<file path="config.mk">
export PLATFORM = sky130hd
export DESIGN_NAME = div_sched
export DESIGN_NICKNAME = d
export VERILOG_FILES = /design/src/rtl/div_sched.sv
export SDC_FILE = /design/constraint.sdc
export NUM_CORES = 1
export LEC_CHECK = 0
export ABC_AREA = 1
export BUFFER_PORTS_ARGS = -buffer_cell sky130_fd_sc_hd__buf_2
export CORE_ASPECT_RATIO = 1.5
export CORE_MARGIN = 2
export CORE_UTILIZATION = 30
export CTS_BUF_LIST = sky130_fd_sc_hd__clkbuf_4
export CTS_CLUSTER_SIZE = 20
export DETAILED_ROUTE_END_ITERATION = 10
export PLACE_DENSITY_LB_ADDON = 0.12
export SYNTH_ARGS = -nofsm -noshare
export SYNTH_HDL_FRONTEND = slang
export SYNTH_SLANG_ARGS = --single-unit
export TNS_END_PERCENT = 30
</file>
<file path="constraint.sdc">
create_clock -name clk -period 3.24 [get_ports clk]
set_input_delay 0.486 -clock clk [delete_from_list [all_inputs] [get_ports clk]]
set_output_delay 0.486 -clock clk [all_outputs]
set_load 0.1 [all_outputs]
</file>
<file path="src/rtl/div_sched.sv">
// Sequences one div/mod request at a time through a shared unsigned divider core, with sign fix-up and flush absorption.
// Result is registered one cycle after the core's dout pulse (zero-divisor bypass answers the cycle after accept); req_ready is low until EX takes the held result.
module div_sched #(
    parameter bit ZERO_BYPASS = 1'b1,
    parameter bit QUOT_HI     = 1'b1
) (
    input  logic        clk,
    input  logic        reset,
    input  logic        req_valid,
    output logic        req_ready,
    input  logic [1:0]  req_op,
    input  logic [31:0] req_src1,
    input  logic [31:0] req_src2,
    input  logic        flush,
    output logic        resp_valid,
    input  logic        resp_ready,
    output logic [31:0] resp_result,
    output logic        busy,
    output logic        div_dividend_tvalid,
    input  logic        div_dividend_tready,
    output logic [31:0] div_dividend_tdata,
    output logic        div_divisor_tvalid,
    input  logic        div_divisor_tready,
    output logic [31:0] div_divisor_tdata,
    input  logic        div_dout_tvalid,
    input  logic [63:0] div_dout_tdata
);
    typedef enum logic [2:0] {IDLE, ISSUE, WAIT, DRAIN, DONE} state_t;

    state_t      state;
    state_t      state_nxt;
    logic [1:0]  op_q;
    logic        q_neg_q;
    logic        r_neg_q;
    logic        cancel;

    logic        accept;
    logic        zero_byp;
    logic        dvd_done;
    logic        dvs_done;
    logic [31:0] abs1;
    logic [31:0] abs2;
    logic [31:0] quot;
    logic [31:0] rem;
    logic [31:0] sel;
    logic        sel_neg;
    logic [31:0] fixed;

    assign req_ready = (state == IDLE) & ~flush;
    assign accept    = req_valid & req_ready;
    assign busy      = (state != IDLE);
    assign zero_byp  = ZERO_BYPASS & (req_src2 == 32'd0);

    // A channel is finished once its tvalid has dropped or it handshakes this cycle
    assign dvd_done = ~div_dividend_tvalid | div_dividend_tready;
    assign dvs_done = ~div_divisor_tvalid  | div_divisor_tready;

    assign abs1 = req_src1[31] ? (~req_src1 + 32'd1) : req_src1;
    assign abs2 = req_src2[31] ? (~req_src2 + 32'd1) : req_src2;

    assign quot    = QUOT_HI ? div_dout_tdata[63:32] : div_dout_tdata[31:0];
    assign rem     = QUOT_HI ? div_dout_tdata[31:0]  : div_dout_tdata[63:32];
    assign sel     = op_q[0] ? rem : quot;
    assign sel_neg = ~op_q[1] & (op_q[0] ? r_neg_q : q_neg_q);
    assign fixed   = sel_neg ? (~sel + 32'd1) : sel;

    always_ff @(posedge clk or posedge reset) begin
        if (reset) begin
            state <= IDLE;
        end else begin
            state <= state_nxt;
        end
    end

    always_comb begin
        state_nxt = state;
        case (state)
            IDLE: begin
                if (accept) begin
                    state_nxt = zero_byp ? DONE : ISSUE;
                end
            end
            ISSUE: begin
                if (dvd_done && dvs_done) begin
                    state_nxt = (cancel || flush) ? DRAIN : WAIT;
                end
            end
            WAIT: begin
                if (div_dout_tvalid) begin
                    state_nxt = flush ? IDLE : DONE;
                end else if (flush) begin
                    state_nxt = DRAIN;
                end
            end
            DRAIN: begin
                if (div_dout_tvalid) begin
                    state_nxt = IDLE;
                end
            end
            DONE: begin
                if (resp_ready || flush) begin
                    state_nxt = IDLE;
                end
            end
            default: state_nxt = IDLE;
        endcase
    end

    always_ff @(posedge clk or posedge reset) begin
        if (reset) begin
            op_q                <= 2'd0;
            q_neg_q             <= 1'b0;
            r_neg_q             <= 1'b0;
            cancel              <= 1'b0;
            resp_valid          <= 1'b0;
            resp_result         <= 32'd0;
            div_dividend_tvalid <= 1'b0;
            div_dividend_tdata  <= 32'd0;
            div_divisor_tvalid  <= 1'b0;
            div_divisor_tdata   <= 32'd0;
        end else begin
            case (state)
                IDLE: begin
                    if (accept) begin
                        op_q               <= req_op;
                        q_neg_q            <= req_src1[31] ^ req_src2[31];
                        r_neg_q            <= req_src1[31];
                        div_dividend_tdata <= req_op[1] ? req_src1 : abs1;
                        div_divisor_tdata  <= req_op[1] ? req_src2 : abs2;
                        if (zero_byp) begin
                            resp_valid  <= 1'b1;
                            resp_result <= req_op[0] ? req_src1 : 32'hFFFF_FFFF;
                        end else begin
                            div_dividend_tvalid <= 1'b1;
                            div_divisor_tvalid  <= 1'b1;
                        end
                    end
                end
                ISSUE: begin
                    if (div_dividend_tvalid && div_dividend_tready) begin
                        div_dividend_tvalid <= 1'b0;
                    end
                    if (div_divisor_tvalid && div_divisor_tready) begin
                        div_divisor_tvalid <= 1'b0;
                    end
                    // Operands may already be committed to the core, so remember to drain its answer
                    if (flush) begin
                        cancel <= 1'b1;
                    end
                end
                WAIT: begin
                    if (div_dout_tvalid && !flush) begin
                        resp_valid  <= 1'b1;
                        resp_result <= fixed;
                    end
                end
                DRAIN: begin
                    if (div_dout_tvalid) begin
                        cancel <= 1'b0;
                    end
                end
                DONE: begin
                    if (resp_ready || flush) begin
                        resp_valid <= 1'b0;
                    end
                end
                default: ;
            endcase
        end
    end
endmodule

</file>
==> flow_summary.ini <==
[outcome]
status = finished, final reports clean

[synthesis]
netlist_instances = 1267
synth_fa_ha_area_share_pct = 0.467
ys_seq_area_share_pct = 33.3
synth_edf_count = 0
ys_ff_latch = 107
ys_warn_count = 0
synth.area.mux_share_pct = 0
synth_top_family_by_area = simple AND/OR/NAND/NOR gates
ys_async_sr_fraction_pct = 100
syn_nets = 1408
synth_compound_area_share_pct = 11.1
syn_area_per_cell_um2 = 6.34
synthXorXnorAreaFrac_pct = 4.47
ys.flop_type = dfrtp_1
yosys.area_share.simple_pct = 40.7
syn_area_mm2 = 0.00804
synth_cell_types = 43

[global_routing]
grt_overflow_total = 0
grt_pass1_wl_mm = 44.1
grt_pass1_vias = 8577
antenna_found_initial = 7
grt_max_degree = 114
track_usage_pct = 20.1

[sta]
fmax_mhz = 422
finalSetupViolations = 0
timing.final.crit_share_pct = 73.2
skew_ns = 0.0232
rsz0062_at_grt = false
drv_slew = 0
worst_slack_ns = 0.868
tightestPinTransition_ns = 1.07
hold_violations = 0
setup_tns_ns = 0
relSlewSlack_pct = 28.9
min_period_ns = 2.37

[clocking]
postCtsSetupRepairBufs = 0
cts_hold_buf = 0
cts_buffer_depth = 2
cts_tree = yes
cts.clk_slew.worst_paths_ns = 0.17
cts_resized = 0
clkSinkCount = 107
cts-buffers-inserted = 9
htreeDepth = 3
cts_root_buf = clkbuf_4
clk_latency_ns = 0.48

[die]
die_w_um = 138
die_h_um = 204
start_util_pct = 30.4
row_count = 73
core_area_mm2 = 0.0264
die-area_mm2 = 0.0281
io_pins = 239

[drt]
vias_per_cell = 4.67
vias = 8501
drc = 0
antenna_left = 0
wl_per_cell_um = 15.2
drtIter0Drc = 362
drt_first_pass_iters = 5
drt_wl_total_mm = 27.7

[critical_path]
path_buf_inv = 1
cp_cell_sequence = buf_4, nand2_1, o21ai_1, ha_1, nand3_2, nor2_4, nand3_2, nand2_2, nand2_1, nand2_1, nand3_1, a21oi_2
critPathArrivalTime_ns = 2.78
cp_top_family = simple AND/OR/NAND/NOR gates
cp-start-kind = register
path_class = register to register
critPathSlowestCell = dfrtp_1
required_ns = 3.65
slowest_delay_ns = 0.47
cp_max_fo = 48
worst_setup_path_end_kind = register
cp_common_cell = nand2_1

[final_layout]
drive_above_1_share_pct = 22.2
final_common_cell = nand2_1
final_cell_mix = nand2_1 (454), buf_2 (238), nor2_1 (143)
syn2layout_area_growth_pct = 19.3
fin_nets = 1617
layout.cells.non_filler = 1822

[placed_design]
pre_cts_ws_ns = 0.863
place_hpwl_mm = 22.1
placed_cells = 1802
port_buffers = 238
gp_congestion = 0.881

[power]
ir_drop_v = 0.000721
power.leakage_uw = 0.00519
power_density_mw_per_mm2 = 1190
finalPower_uw = 11400

[min_path]
worst_hold_path_type = primary input to async pin

[run]
max_cap_viol_count = 0
==> worst min-delay path: stages <==
cell,delay (ns)
buf_2,0.11
clkinvlp_4,0.07
buf_12,0.45
==> report_power, final <==
part	leakage, uW	internal [uW]	switching [uW]
clock network	0.0000794	268	468
logic	0.00380	1450	6840
registers	0.00131	1950	425
total	0.00519	3670	7730
==> cell families after synthesis <==
group,Yosys count
and+or+nand+nor,777
buffers and inverters,180
AOI/OAI and AO/OA,159
DFF,107
xor gates and xnor gates,41
adders and majority gates,3
==> layer usage <==
layer	track usage, %	up-vias	wire length [um]
met3	2.36	39	1330
met1	22.5	3825	10900
met5	0	-	30
met4	7.25	6	730
met2	38.2	210	14800
li1	-	4421	-
==> layout make-up <==
type / count / area, um2
multi-input combinational: 980 / 4570
clock inverter: 3 / 38.8
fill: 3045 / 16800
clock buffer: 13 / 97.6
inverter: 130 / 497
antenna: 4 / 10.0
sequential: 107 / 2680
timing repair buffer: 248 / 1280
tap: 337 / 422
==> metrics by stage <==
| stage | utilization (%) | instance area, um2 | hold WS (ns) |
|---|---|---|---|
| floorplan | - | 8040 | 0.454 |
| global placement | 35.8 | 9450 | 0.453 |
| detailed placement | 35.8 | 9450 | 0.460 |
| CTS | 36.3 | 9580 | 0.136 |
| global route | 36.3 | 9590 | 0.150 |
| finish | 36.3 | 9590 | 0.166 |
==> synthesized netlist by cell type, types with 4 or more instances <==
cell type / instances / area, um2
o31ai_1: 4 / 30.0
dfrtp_1: 107 / 2680
nor2_1: 144 / 541
inv_1: 120 / 450
nand4_1: 16 / 100
xor2_1: 33 / 289
xnor2_1: 8 / 70.1
nor2_2: 14 / 87.6
o21ai_0: 76 / 380
nor4_1: 4 / 25.0
nor3_1: 5 / 25.0
nor2_4: 4 / 45.0
clkbuf_1: 16 / 60.1
nand3_1: 107 / 536
buf_6: 9 / 101
a21oi_1: 37 / 185
a21oi_2: 11 / 96.3
inv_2: 8 / 30.0
o21ai_1: 12 / 60.1
o211ai_1: 8 / 60.1
nand2_2: 13 / 81.3
nand2_1: 454 / 1700
buf_2: 20 / 100
==> worst paths after layout <==
| kind | start | end | slack [ns] | depth (start not counted) |
|---|---|---|---|---|
| max | op_q[0] | resp_result[26] | 0.87 | 12 |
| min | reset | div_dividend_tdata[6] | 0.17 | 3 |
| max reg2reg | op_q[0] | resp_result[26] | 0.87 | 12 |
| min reg2reg | resp_valid | resp_valid | 0.49 | 2 |
| max in group asynchronous | reset | resp_result[25] | 2.61 | 3 |
| min in group clk | req_src1[31] | q_neg_q | 0.19 | 2 |
==> registers in the layout, indices dropped and copies added (netlist names) <==
name and cells:
q_neg_q 1, cancel 1, state 3, resp_result 32, div_divisor_tvalid 1, div_divisor_tdata 32
resp_valid 1, div_dividend_tdata 32, r_neg_q 1, div_dividend_tvalid 1, op_q 2
(Power assumes the default switching activity.)
